===== config.mk =====
export PLATFORM = sky130hd
export DESIGN_NAME = lsu_rmw_initiator
export DESIGN_NICKNAME = d
export VERILOG_FILES = /design/src/rtl/lsu_rmw_initiator.sv
export SDC_FILE = /design/constraint.sdc
export NUM_CORES = 1
export LEC_CHECK = 0
export BUFFER_PORTS_ARGS = -buffer_cell sky130_fd_sc_hd__buf_2
export CAP_MARGIN = 20
export CORE_ASPECT_RATIO = 0.8
export CORE_UTILIZATION = 50
export DETAILED_ROUTE_END_ITERATION = 7
export GPL_ROUTABILITY_DRIVEN = 0
export PLACE_DENSITY = 0.93
export SKIP_CTS_REPAIR_TIMING = 1
export SLEW_MARGIN = 20
export SYNTH_ARGS = -nofsm -noshare
export SYNTH_HDL_FRONTEND = slang
export SYNTH_SLANG_ARGS = --single-unit
export TNS_END_PERCENT = 1

===== constraint.sdc =====
create_clock -name clk -period 1.7 [get_ports clk]
set_input_delay 0.17 -clock clk [delete_from_list [all_inputs] [get_ports clk]]
set_output_delay 0.17 -clock clk [all_outputs]
set_load 0.02 [all_outputs]

===== src/rtl/lsu_rmw_initiator.sv =====
// Core-side load/store initiator for a word-only memory port: byte/half extraction for loads,
// read-modify-write for sub-word stores. Optional misalignment rejection under `LSU_MISALIGN_EN.
module lsu_rmw_initiator #(
    parameter int XLEN = 32
) (
    input  logic            clk,
    input  logic            reset,
    input  logic            req_valid,
    output logic            req_ready,
    input  logic            req_we,
    input  logic [2:0]      req_funct3,
    input  logic [XLEN-1:0] req_addr,
    input  logic [XLEN-1:0] req_wdata,
    output logic            rsp_valid,
    output logic [XLEN-1:0] rsp_rdata,
    output logic            rsp_err,
    output logic [XLEN-1:0] mem_addr,
    output logic            mem_we,
    output logic [XLEN-1:0] mem_wdata,
    input  logic [XLEN-1:0] mem_rdata
);

    localparam logic [1:0] S_IDLE = 2'd0;
    localparam logic [1:0] S_RD   = 2'd1;
    localparam logic [1:0] S_WR   = 2'd2;
    localparam logic [1:0] S_RESP = 2'd3;

`ifdef LSU_MISALIGN_EN
    localparam bit MISALIGN_EN = 1'b1;
`else
    localparam bit MISALIGN_EN = 1'b0;
`endif

    logic [1:0]      state_q, state_d;
    logic [XLEN-1:0] addr_q, addr_d;
    logic            we_q, we_d;
    logic [2:0]      funct3_q, funct3_d;
    logic [XLEN-1:0] wdata_q, wdata_d;
    logic [XLEN-1:0] word_q, word_d;
    logic            accept;
    logic            reject;

    function automatic logic is_illegal(input logic we, input logic [2:0] f3);
        if (we)
            return !(f3 == 3'b000 || f3 == 3'b001 || f3 == 3'b010);
        return (f3 == 3'b011 || f3 == 3'b110 || f3 == 3'b111);
    endfunction

    // funct3[1:0] encodes access size for every legal load/store: 01 = half, 10 = word.
    function automatic logic is_misaligned(input logic [2:0] f3, input logic [1:0] off);
        return MISALIGN_EN && (((f3[1:0] == 2'b01) && off[0]) ||
                               ((f3[1:0] == 2'b10) && (off != 2'b00)));
    endfunction

    function automatic logic [XLEN-1:0] load_extract(input logic [2:0] f3, input logic [1:0] off,
                                                     input logic [XLEN-1:0] w);
        logic [7:0]  b;
        logic [15:0] h;
        case (off)
            2'd0:    b = w[7:0];
            2'd1:    b = w[15:8];
            2'd2:    b = w[23:16];
            default: b = w[31:24];
        endcase
        h = off[1] ? w[31:16] : w[15:0];
        case (f3)
            3'b000:  return {{(XLEN-8){b[7]}}, b};
            3'b100:  return {{(XLEN-8){1'b0}}, b};
            3'b001:  return {{(XLEN-16){h[15]}}, h};
            3'b101:  return {{(XLEN-16){1'b0}}, h};
            3'b010:  return w;
            default: return '0;
        endcase
    endfunction

    function automatic logic [XLEN-1:0] store_merge(input logic [2:0] f3, input logic [1:0] off,
                                                    input logic [XLEN-1:0] w,
                                                    input logic [XLEN-1:0] wd);
        logic [XLEN-1:0] r;
        r = w;
        case (f3)
            3'b000: begin
                case (off)
                    2'd0:    r[7:0]   = wd[7:0];
                    2'd1:    r[15:8]  = wd[7:0];
                    2'd2:    r[23:16] = wd[7:0];
                    default: r[31:24] = wd[7:0];
                endcase
            end
            3'b001: begin
                if (off[1]) r[31:16] = wd[15:0];
                else        r[15:0]  = wd[15:0];
            end
            default: r = wd;
        endcase
        return r;
    endfunction

    assign req_ready = (state_q == S_IDLE);
    assign accept    = req_valid && req_ready;
    assign reject    = is_illegal(we_q, funct3_q) || is_misaligned(funct3_q, addr_q[1:0]);

    always_comb begin
        state_d  = state_q;
        addr_d   = addr_q;
        we_d     = we_q;
        funct3_d = funct3_q;
        wdata_d  = wdata_q;
        word_d   = word_q;
        case (state_q)
            S_IDLE: begin
                if (accept) begin
                    addr_d   = req_addr;
                    we_d     = req_we;
                    funct3_d = req_funct3;
                    wdata_d  = req_wdata;
                    // Only an aligned SW can skip the read; everything else reads first.
                    if (req_we && req_funct3 == 3'b010 && !is_misaligned(req_funct3, req_addr[1:0]))
                        state_d = S_WR;
                    else
                        state_d = S_RD;
                end
            end
            S_RD: begin
                word_d = mem_rdata;
                if (we_q && !reject && funct3_q[2:1] == 2'b00)
                    state_d = S_WR;
                else
                    state_d = S_RESP;
            end
            S_WR:    state_d = S_RESP;
            default: state_d = S_IDLE;
        endcase
    end

    always_ff @(posedge clk) begin
        if (reset) begin
            state_q  <= S_IDLE;
            addr_q   <= '0;
            we_q     <= 1'b0;
            funct3_q <= 3'b000;
            wdata_q  <= '0;
            word_q   <= '0;
        end else begin
            state_q  <= state_d;
            addr_q   <= addr_d;
            we_q     <= we_d;
            funct3_q <= funct3_d;
            wdata_q  <= wdata_d;
            word_q   <= word_d;
        end
    end

    // Write strobe is gated by reset so an abandoned WR cycle never commits.
    assign mem_addr  = {addr_q[XLEN-1:2], 2'b00};
    assign mem_we    = (state_q == S_WR) && !reset;
    assign mem_wdata = (state_q == S_WR) ? store_merge(funct3_q, addr_q[1:0], word_q, wdata_q) : '0;

    assign rsp_valid = (state_q == S_RESP);
    assign rsp_err   = rsp_valid && reject;
    assign rsp_rdata = (rsp_valid && !we_q && !reject) ? load_extract(funct3_q, addr_q[1:0], word_q)
                                                       : '0;

endmodule


==> flow_summary.ini <==
[status]
status = complete, but fails checks
violations = negative setup slack

[clocking]
path_clk_slew_ns = 0.08
cts_sinks = 102
cts_made_buffers = 9
cts_tree = yes
h-tree-depth = 3
insertion_delay_ns = 0.35
root_buffer = clkbuf_16
clockBufferDepth = 2

[route]
drtIter0Drc = 569
wl_met3_mm = 1.771
drc_errors = 0
wl_met1_mm = 7.064
via_per_inst = 5.714
drtAntennaViolNets = 0
num_vias = 5731
wl_met2_mm = 8.039
dr.pass1.iters = 8
wirelength_mm = 17.57
top_layer = met4
avgRoutedWirePerCell_um = 17.52

[floorplanning]
rows = 33
fp.dieW_um = 118.6
io_pins = 203
die_h_um = 95.27
fp.coreArea_um2 = 10410
dieArea_um2 = 11300
start_util = 0.5225

[yosys]
ys_warn_count = 0
yosysSeqAreaShare = 0.3756
netlist_area_um2 = 5436
netlist_instances = 688
synth_flop_cell = dfxtp_1
synth_edf_count = 0
synth.distinct_cells = 44
syn_area_per_cell_um2 = 7.902
ys_seq_elements = 102
async_reset_ff_frac = 0

[power]
total_power_mw = 9.866
clockPowerShare = 0.218
intPower_mw = 5.889
p_leak_nw = 3.101
power_density_nw_per_um2 = 1372
pwr-share-comb = 0.433
p_sw_frac = 0.4031
power_frac_seq = 0.349
ir_worst_vdd_uv = 1124
netSwitchingPower_mw = 3.977

[global_route]
track_usage = 0.2891
grt_max_degree = 54
antenna_found_initial = 0
grt-ovfl-total = 0
grt_pass1_wl_mm = 25.36
grt_pass1_vias = 5101

[setup_path]
crit_fanout = 7
arrival_ns = 1.91
crit_start = funct3_q[0]$_SDFFE_PP0P_
cp.required_ns = 1.53
reg2reg_from = state_q[0]$_SDFFE_PP0P_
cp-endpoint = mem_wdata[15]
r2r_slack_ns = 0.16
r2r-end = wdata_q[2]$_SDFFE_PP0P_
end_kind = output port
r2r_cells = 7
path_class = flip-flop to output port
startpoint_type = flip-flop

[sta]
final-hold-violation-count = 0
setup_tns_ns = -16.24
slew_violations = 0
hold_slack_ns = 0.04832
setup_slack_ns = -0.3835
fmax_mhz = 480.0
clock_skew_ns = 0.01145
period_needed_ns = 2.084
period_share = 1.226
rsz0062_at_grt = true
final-setup-viol-count = 65

[finish]
final_cell_mix = nand2_1 (165), buf_2 (160), a21oi_1 (96), dfxtp_1 (96), buf_4 (63)
diodes = 0
area_growth_pct = 32.31
fin_area_um2 = 7193
finalNetCount = 965
finalNonFillerCells = 1003
final_common_cell = nand2_1
fin_util = 0.6913
drive_above_1_share = 0.3778

[placed_design]
port_buffers = 200
hpwl_mm = 12.38
place_ws_ns = -0.1202
dpl_cell_area_um2 = 6510
dp_cells = 983

[min_path]
min_path_type = input port to flip-flop

[flow_run]
maxCapViolCount = 0
==> worst min-delay path by stage <==
stage                        from                  endpoint  slack [ns]  depth (start not counted)
global placement    mem_rdata[13]   word_q[13]$_SDFFE_PP0N_        0.40                          3
detailed placement   mem_rdata[4]    word_q[4]$_SDFFE_PP0N_        0.41                          3
CTS                 req_wdata[31]  wdata_q[31]$_SDFFE_PP0P_        0.05                          3
finish              mem_rdata[16]   word_q[16]$_SDFFE_PP0N_        0.05                          3
floorplan           req_wdata[16]  wdata_q[16]$_SDFFE_PP0P_        0.31                          2
global route         req_addr[22]   addr_q[22]$_SDFFE_PP0P_        0.05                          3
==> power by group through the flow <==
stage          Sequential [mW]  Clock [mW]  Combinational, mW
2_1_floorplan             3.21           0               2.90
3_3_place_gp              3.39           0               3.84
3_5_place_dp              3.40           0               3.92
4_1_cts                   3.35        2.19               3.94
5_1_grt                   3.47        2.29               4.61
6_report                  3.44        2.16               4.27
==> cell type report <==
class | instances | area (um2)
tap | 140 | 175.2
clock buffer | 9 | 225.2
sequential | 102 | 2057
fill | 837 | 3212
inverter | 3 | 15.01
clock inverter | 7 | 87.58
multi-input combinational | 494 | 3013
timing repair buffer | 248 | 1620
==> kinds of logic (layout without fill, tap and decap cells) <==
logic type	count (synthesis)	in the layout	synth area share
simple gates	239	239	0.1825
compound gates	183	183	0.2074
flops	102	102	0.3756
buf+inv	93	267	0.09781
mux	66	66	0.1268
fa+ha+maj	4	4	0.009206
other cells	1	2	0.0006898
==> critical path, cell delays in order, from the launching register on <==
cell      delay [ns]
dfxtp_4         0.37
buf_6           0.12
and2b_4         0.15
nand2b_4        0.17
a222oi_1        0.44
nor2_1          0.14
buf_4           0.18
==> Yosys cell counts (all sizes together), types with 2 or more instances <==
library cell,number,share of area
and2,3,0.0035
mux2,17,0.037
dfxtp,102,0.38
and3,2,0.0023
a22oi,32,0.044
ha,4,0.0092
nor2,50,0.035
nand2b,3,0.0048
nand3b,2,0.0028
o21bai,2,0.0048
inv,3,0.0021
nor3b,2,0.0046
and2b,2,0.0032
o21ai,27,0.027
mux2i,49,0.090
buf,63,0.077
clkbuf,27,0.019
nor2b,4,0.0046
a21oi,110,0.11
a222oi,7,0.013
nand2,166,0.11
==> layer usage <==
| layer | vias up | GRT usage |
|---|---|---|
| met3 | 78 | 0.05742 |
| met1 | 2620 | 0.3674 |
| met5 | - | 0 |
| li1 | 2661 | - |
| met4 | 0 | 0.1340 |
| met2 | 372 | 0.4771 |
==> state kept, by name, summed over array words and instances, names as in the netlist <==
signal	flops
funct3_q	3
wdata_q	32
addr_q	32
we_q	1
word_q	32
state_q	2
(Power assumes the default switching activity.)
